`src/rtl/rf_write_arbiter_pkg.sv`:
```
// Shared register-file constants and types used by the writeback arbiter.
package rf_pkg;

    localparam int RF_AW       = 5;
    localparam int RF_DW       = 32;
    localparam int RF_NREGS    = 32;
    localparam int RF_ZERO_REG = 0;

    typedef logic [RF_AW-1:0] rf_addr_t;
    typedef logic [RF_DW-1:0] rf_data_t;

endpackage

```
`src/rtl/rf_write_arbiter_rr_pick.sv`:
```
// Combinational round-robin picker: first set request at or after ptr, wrapping.
module rr_pick #(
    parameter int NREQ = 2,
    parameter int IW   = 1
) (
    input  logic [NREQ-1:0] req,
    input  logic [IW-1:0]   ptr,
    output logic [NREQ-1:0] gnt,
    output logic [IW-1:0]   idx,
    output logic            any
);

    logic [2*NREQ-1:0] dbl;
    logic [IW:0]       sum;

    // Rotating the doubled vector right by ptr puts the search start at bit 0.
    assign dbl = {req, req} >> ptr;

    always_comb begin
        any = 1'b0;
        idx = '0;
        sum = '0;
        for (int i = 0; i < NREQ; i++) begin
            if (!any && dbl[i]) begin
                any = 1'b1;
                sum = {1'b0, ptr} + (IW+1)'(i);
                if (sum >= (IW+1)'(NREQ))
                    sum = sum - (IW+1)'(NREQ);
                idx = sum[IW-1:0];
            end
        end
        gnt = '0;
        for (int j = 0; j < NREQ; j++)
            gnt[j] = any && (idx == IW'(j));
    end

endmodule

```
`src/rtl/rf_write_arbiter.sv`:
```
// Round-robin arbiter sharing the register-file write port among NREQ writeback
// requesters; the winning write is registered and presented one cycle later.
module rf_write_arbiter
    import rf_pkg::*;
#(
    parameter int NREQ = 2,
    parameter int DW   = 32,
    parameter int AW   = 5
) (
    input  logic                clk,
    input  logic                reset,
    input  logic                wb_stall,
    input  logic [NREQ-1:0]     req_valid,
    input  logic [NREQ*AW-1:0]  req_wa,
    input  logic [NREQ*DW-1:0]  req_wd,
    output logic [NREQ-1:0]     req_ready,
    output logic                we,
    output logic [AW-1:0]       wa,
    output logic [DW-1:0]       wd,
    output logic                conflict
);

    localparam int IW = $clog2(NREQ);

    logic [IW-1:0]   ptr_q, ptr_d;
    logic            we_q, we_d;
    logic [AW-1:0]   wa_q, wa_d;
    logic [DW-1:0]   wd_q, wd_d;
    logic            conflict_q, conflict_d;

    logic [NREQ-1:0] pick_gnt;
    logic [IW-1:0]   pick_idx;
    logic            pick_any;
    logic            xfer;
    logic [AW-1:0]   win_wa;
    logic [DW-1:0]   win_wd;

    rr_pick #(
        .NREQ (NREQ),
        .IW   (IW)
    ) u_pick (
        .req  (req_valid),
        .ptr  (ptr_q),
        .gnt  (pick_gnt),
        .idx  (pick_idx),
        .any  (pick_any)
    );

    // Grants are gated here so the picker stays a pure function of valid and ptr.
    assign req_ready = (reset || wb_stall) ? '0 : pick_gnt;
    assign xfer      = pick_any && !reset && !wb_stall;

    always_comb begin
        win_wa = '0;
        win_wd = '0;
        for (int i = 0; i < NREQ; i++) begin
            if (pick_idx == IW'(i)) begin
                win_wa = req_wa[i*AW +: AW];
                win_wd = req_wd[i*DW +: DW];
            end
        end
    end

    always_comb begin
        ptr_d      = ptr_q;
        we_d       = 1'b0;
        wa_d       = wa_q;
        wd_d       = wd_q;
        conflict_d = ($countones(req_valid) >= 2);
        if (xfer) begin
            ptr_d = (pick_idx == IW'(NREQ-1)) ? '0 : pick_idx + IW'(1);
            wa_d  = win_wa;
            wd_d  = win_wd;
            // Writes to the zero register are consumed but never reach the file.
            we_d  = (win_wa != AW'(RF_ZERO_REG));
        end
    end

    always_ff @(posedge clk or posedge reset) begin
        if (reset) begin
            ptr_q      <= '0;
            we_q       <= 1'b0;
            wa_q       <= '0;
            wd_q       <= '0;
            conflict_q <= 1'b0;
        end else begin
            ptr_q      <= ptr_d;
            we_q       <= we_d;
            wa_q       <= wa_d;
            wd_q       <= wd_d;
            conflict_q <= conflict_d;
        end
    end

    assign we       = we_q;
    assign wa       = wa_q;
    assign wd       = wd_q;
    assign conflict = conflict_q;

endmodule

```
`config.mk`:
```
export PLATFORM = sky130hd
export DESIGN_NAME = rf_write_arbiter
export DESIGN_NICKNAME = d
export VERILOG_FILES = /design/src/rtl/rf_write_arbiter_pkg.sv /design/src/rtl/rf_write_arbiter_rr_pick.sv /design/src/rtl/rf_write_arbiter.sv
export SDC_FILE = /design/constraint.sdc
export NUM_CORES = 1
export LEC_CHECK = 0
export CORE_MARGIN = 2
export CORE_UTILIZATION = 32
export CTS_BUF_LIST = sky130_fd_sc_hd__clkbuf_2
export DETAILED_ROUTE_END_ITERATION = 8
export DONT_BUFFER_PORTS = 1
export GPL_ROUTABILITY_DRIVEN = 0
export RECOVER_POWER = 25
export SLEW_MARGIN = 20
export SYNTH_ARGS = -nofsm -noshare
export SYNTH_HDL_FRONTEND = slang
export SYNTH_HIERARCHICAL = 1
export SYNTH_SLANG_ARGS = --single-unit
```
`constraint.sdc`:
```
create_clock -name clk -period 4.35 [get_ports clk]
set_input_delay 1.305 -clock clk [delete_from_list [all_inputs] [get_ports clk]]
set_output_delay 1.305 -clock clk [all_outputs]
set_load 0.01 [all_outputs]
```
==> impl_metrics.sql <==
INSERT INTO impl_metrics (metric_group, metric, value, unit) VALUES
('detailed_routing', 'wl', '3.884', 'mm'),
('clocking', 'cts_resizes', '0', ''),
('floorplanning', 'floorplan.rows', '28', ''),
('pwr', 'power_share_of_the_clock_group', '0.196', ''),
('status', 'run_status', 'complete, but fails checks', ''),
('timing', 'finalCritPeriodShare', '0.7173', ''),
('timing', 'worst_slack', '1.230', 'ns'),
('worst_setup_path', 'r2r.worst_path.cells', '5', ''),
('worst_setup_path', 'worstPathCellList', 'a21boi_0, nor3b_1', ''),
('finish', 'final_net_count', '257', ''),
('finish', 'final_cell_mix', 'dfrtp_1 (40), nand2_1 (38), mux2i_1 (37), o21ai_0 (37), clkbuf_2 (6)', ''),
('place', 'place.detailed.hpwl', '2.761', 'mm'),
('worst_setup_path', 'worst-setup-path-type', 'in -> out', ''),
('pwr', 'power.density', '393.3', 'mW/mm²'),
('pwr', 'seq_power_share', '0.652', ''),
('detailed_routing', 'detailedRoute.firstIterationViolations', '25', ''),
('logic_synthesis', 'synth_nets', '261', ''),
('timing', 'rsz0062_at_grt', 'no', ''),
('logic_synthesis', 'gate_count_of_the_mapped_netlist', '182', ''),
('detailed_routing', 'post-route-drc-count', '0', ''),
('finish', 'synth_to_final_area_change', '3.687', '%'),
('hold_path', 'min-delay-path-class', 'reg -> reg', ''),
('timing', 'clock-skew-final', '0.01460', 'ns'),
('floorplanning', 'initial_core_util', '0.3268', ''),
('pwr', 'power.net_switching', '0.2514', 'mW'),
('worst_setup_path', 'worst_path_dominant_cell_family', 'simple AND/OR/NAND/NOR gates', ''),
('worst_setup_path', 'startpoint_type', 'primary input', ''),
('finish', 'ff_latch_area', '0.001001', 'mm²'),
('floorplanning', 'coreArea', '0.005816', 'mm²'),
('floorplanning', 'floorplan.die.width', '81.07', 'µm'),
('timing', 'min_clock_period_post_route', '3.120', 'ns'),
('job', 'max_cap_viol', '1', ''),
('timing', 'slew_viol_final', '41', ''),
('timing', 'final_hold_viol_count', '0', ''),
('worst_setup_path', 'data_arrival_time_at_the_worst_slack_endpoint', '1.82', 'ns'),
('floorplanning', 'pin_count', '120', ''),
('timing', 'final.setup.tns', '0', 'ns'),
('logic_synthesis', 'synth.yosys.warnings', '6', ''),
('logic_synthesis', 'synth-seq-area-share', '0.5267', ''),
('timing', 'max_slew.worst_pin.slew', '1.546', 'ns'),
('worst_setup_path', 'cp-end-kind', 'primary output', ''),
('finish', 'fill_cells', '634', ''),
('detailed_routing', 'count_of_vias_placed_by_the_detailed_router', '1263', ''),
('worst_setup_path', 'cpMaxStageDelayCell', 'nor3b_1', ''),
('global_route', 'grt_start_max_net_pins', '78', ''),
('pwr', 'p_leak', '0.9003', 'nW'),
('finish', 'most_common_library_cell_in_the_layout_ignoring_fill_and_taps', 'dfrtp_1', ''),
('finish', 'multi_input_gate_area', '810.8', 'µm²'),
('finish', 'layout-drive-gt1-share', '0.07303', ''),
('global_route', 'grtUsageTotal', '0.1238', ''),
('detailed_routing', 'drtAntennaViolNets', '0', ''),
('timing', 'setup_violations', '0', ''),
('detailed_routing', 'vias_per_cell', '4.992', ''),
('clocking', 'clkSlewWorstSetupHoldPaths', '0.17', 'ns'),
('logic_synthesis', 'avgSynthCellArea', '10.44', 'µm²'),
('clocking', 'insertion_delay', '0.37', 'ns'),
('worst_setup_path', 'timing.rr.start', 'ptr_q$_DFFE_PP0P_', ''),
('logic_synthesis', 'synth.lib_cells_used.distinct', '19', ''),
('detailed_routing', 'drt-pass1-iter-count', '4', ''),
('floorplanning', 'die_footprint', '0.006572', 'mm²'),
('floorplanning', 'die_height', '81.07', 'µm'),
('finish', 'count_of_inserted_antenna_diode_cells', '0', ''),
('clocking', 'h-tree-depth', '2', ''),
('worst_setup_path', 'reg2reg_to', 'we$_DFF_PP0_', ''),
('pwr', 'switching_share', '0.3244', ''),
('logic_synthesis', 'netlist_area', '0.001901', 'mm²'),
('status', 'failed_checks', 'capacitance limit, slew limit', ''),
('clocking', 'cts_buf_count', '5', ''),
('timing', 'max_clock_freq', '320.5', 'MHz'),
('global_route', 'antenna_found_initial', '0', ''),
('place', 'port-buffer-count', '0', '');
## layer usage
metal | vias to the layer above | GRT usage | part of all wire
li1 | 615 | - | -
met1 | 568 | 0.1329 | 0.37
met2 | 71 | 0.2198 | 0.51
met3 | 9 | 0.04667 | 0.11
met4 | 0 | 0.04746 | 0.014
met5 | - | 0 | 0
## flip-flops by register name, indices dropped and copies added, names as in the netlist
register,count
conflict,1
ptr_q,1
wa,5
wd,32
we,1
## worst max-delay path by stage
| stage | from | end | slack [ns] | cells after the start |
|---|---|---|---|---|
| detailed placement | req_valid[1] | req_ready[1] | 1.21 | 2 |
| global placement | req_valid[0] | req_ready[0] | 1.24 | 2 |
| global route | req_valid[0] | req_ready[0] | 1.13 | 2 |
| finish | req_valid[1] | req_ready[1] | 1.23 | 2 |
| floorplan | req_valid[0] | req_ready[0] | 1.28 | 2 |
| CTS | req_valid[1] | req_ready[1] | 1.21 | 2 |
## cell type report
cell class,instances,area share
clock inverter,1,0.002540
inverter,2,0.003810
clock buffer,6,0.01524
multi-input combinational,126,0.4114
tap,75,0.04762
sequential,40,0.5079
timing repair buffer,3,0.01143
## metrics by stage
stage                     instance area, µm²  cells  power, mW  utilization
final                                   1971    253     0.7750       0.3389
after global routing                    1971    253     0.8469       0.3389
after CTS                               1971    253     0.7970       0.3389
after detailed placement                1936    246     0.6373       0.3328
after global placement                  1936    246     0.6311       0.3328
after floorplan                         1901    182     0.6068            -
## Yosys cell counts (all sizes together)
master  instances  area [µm²]
nor3b           2       15.01
buf            10       77.57
or4             1       7.510
dfrtp          40        1001
or4b            1       10.01
nor3            3       20.02
or3b            1       8.760
o21ai          38       190.2
or2             1       6.260
a21boi          3       22.52
nand2          38       142.6
and2            1       6.260
inv             2       7.510
mux2i          37       370.4
clkbuf          4       15.01
## logic make-up after synthesis
group	synth area share
compound gates	0.1119
buf+inv	0.05266
flops	0.5267
mux	0.1949
simple gates	0.1139
## power groups by stage
stage | registers (mW) | logic, mW | clock network (mW)
5_1_grt | 0.516 | 0.141 | 0.189
2_1_floorplan | 0.501 | 0.106 | 0
3_3_place_gp | 0.514 | 0.117 | 0
3_5_place_dp | 0.514 | 0.123 | 0
4_1_cts | 0.508 | 0.122 | 0.168
6_report | 0.506 | 0.117 | 0.152
Power figures use the tool's default switching activity.
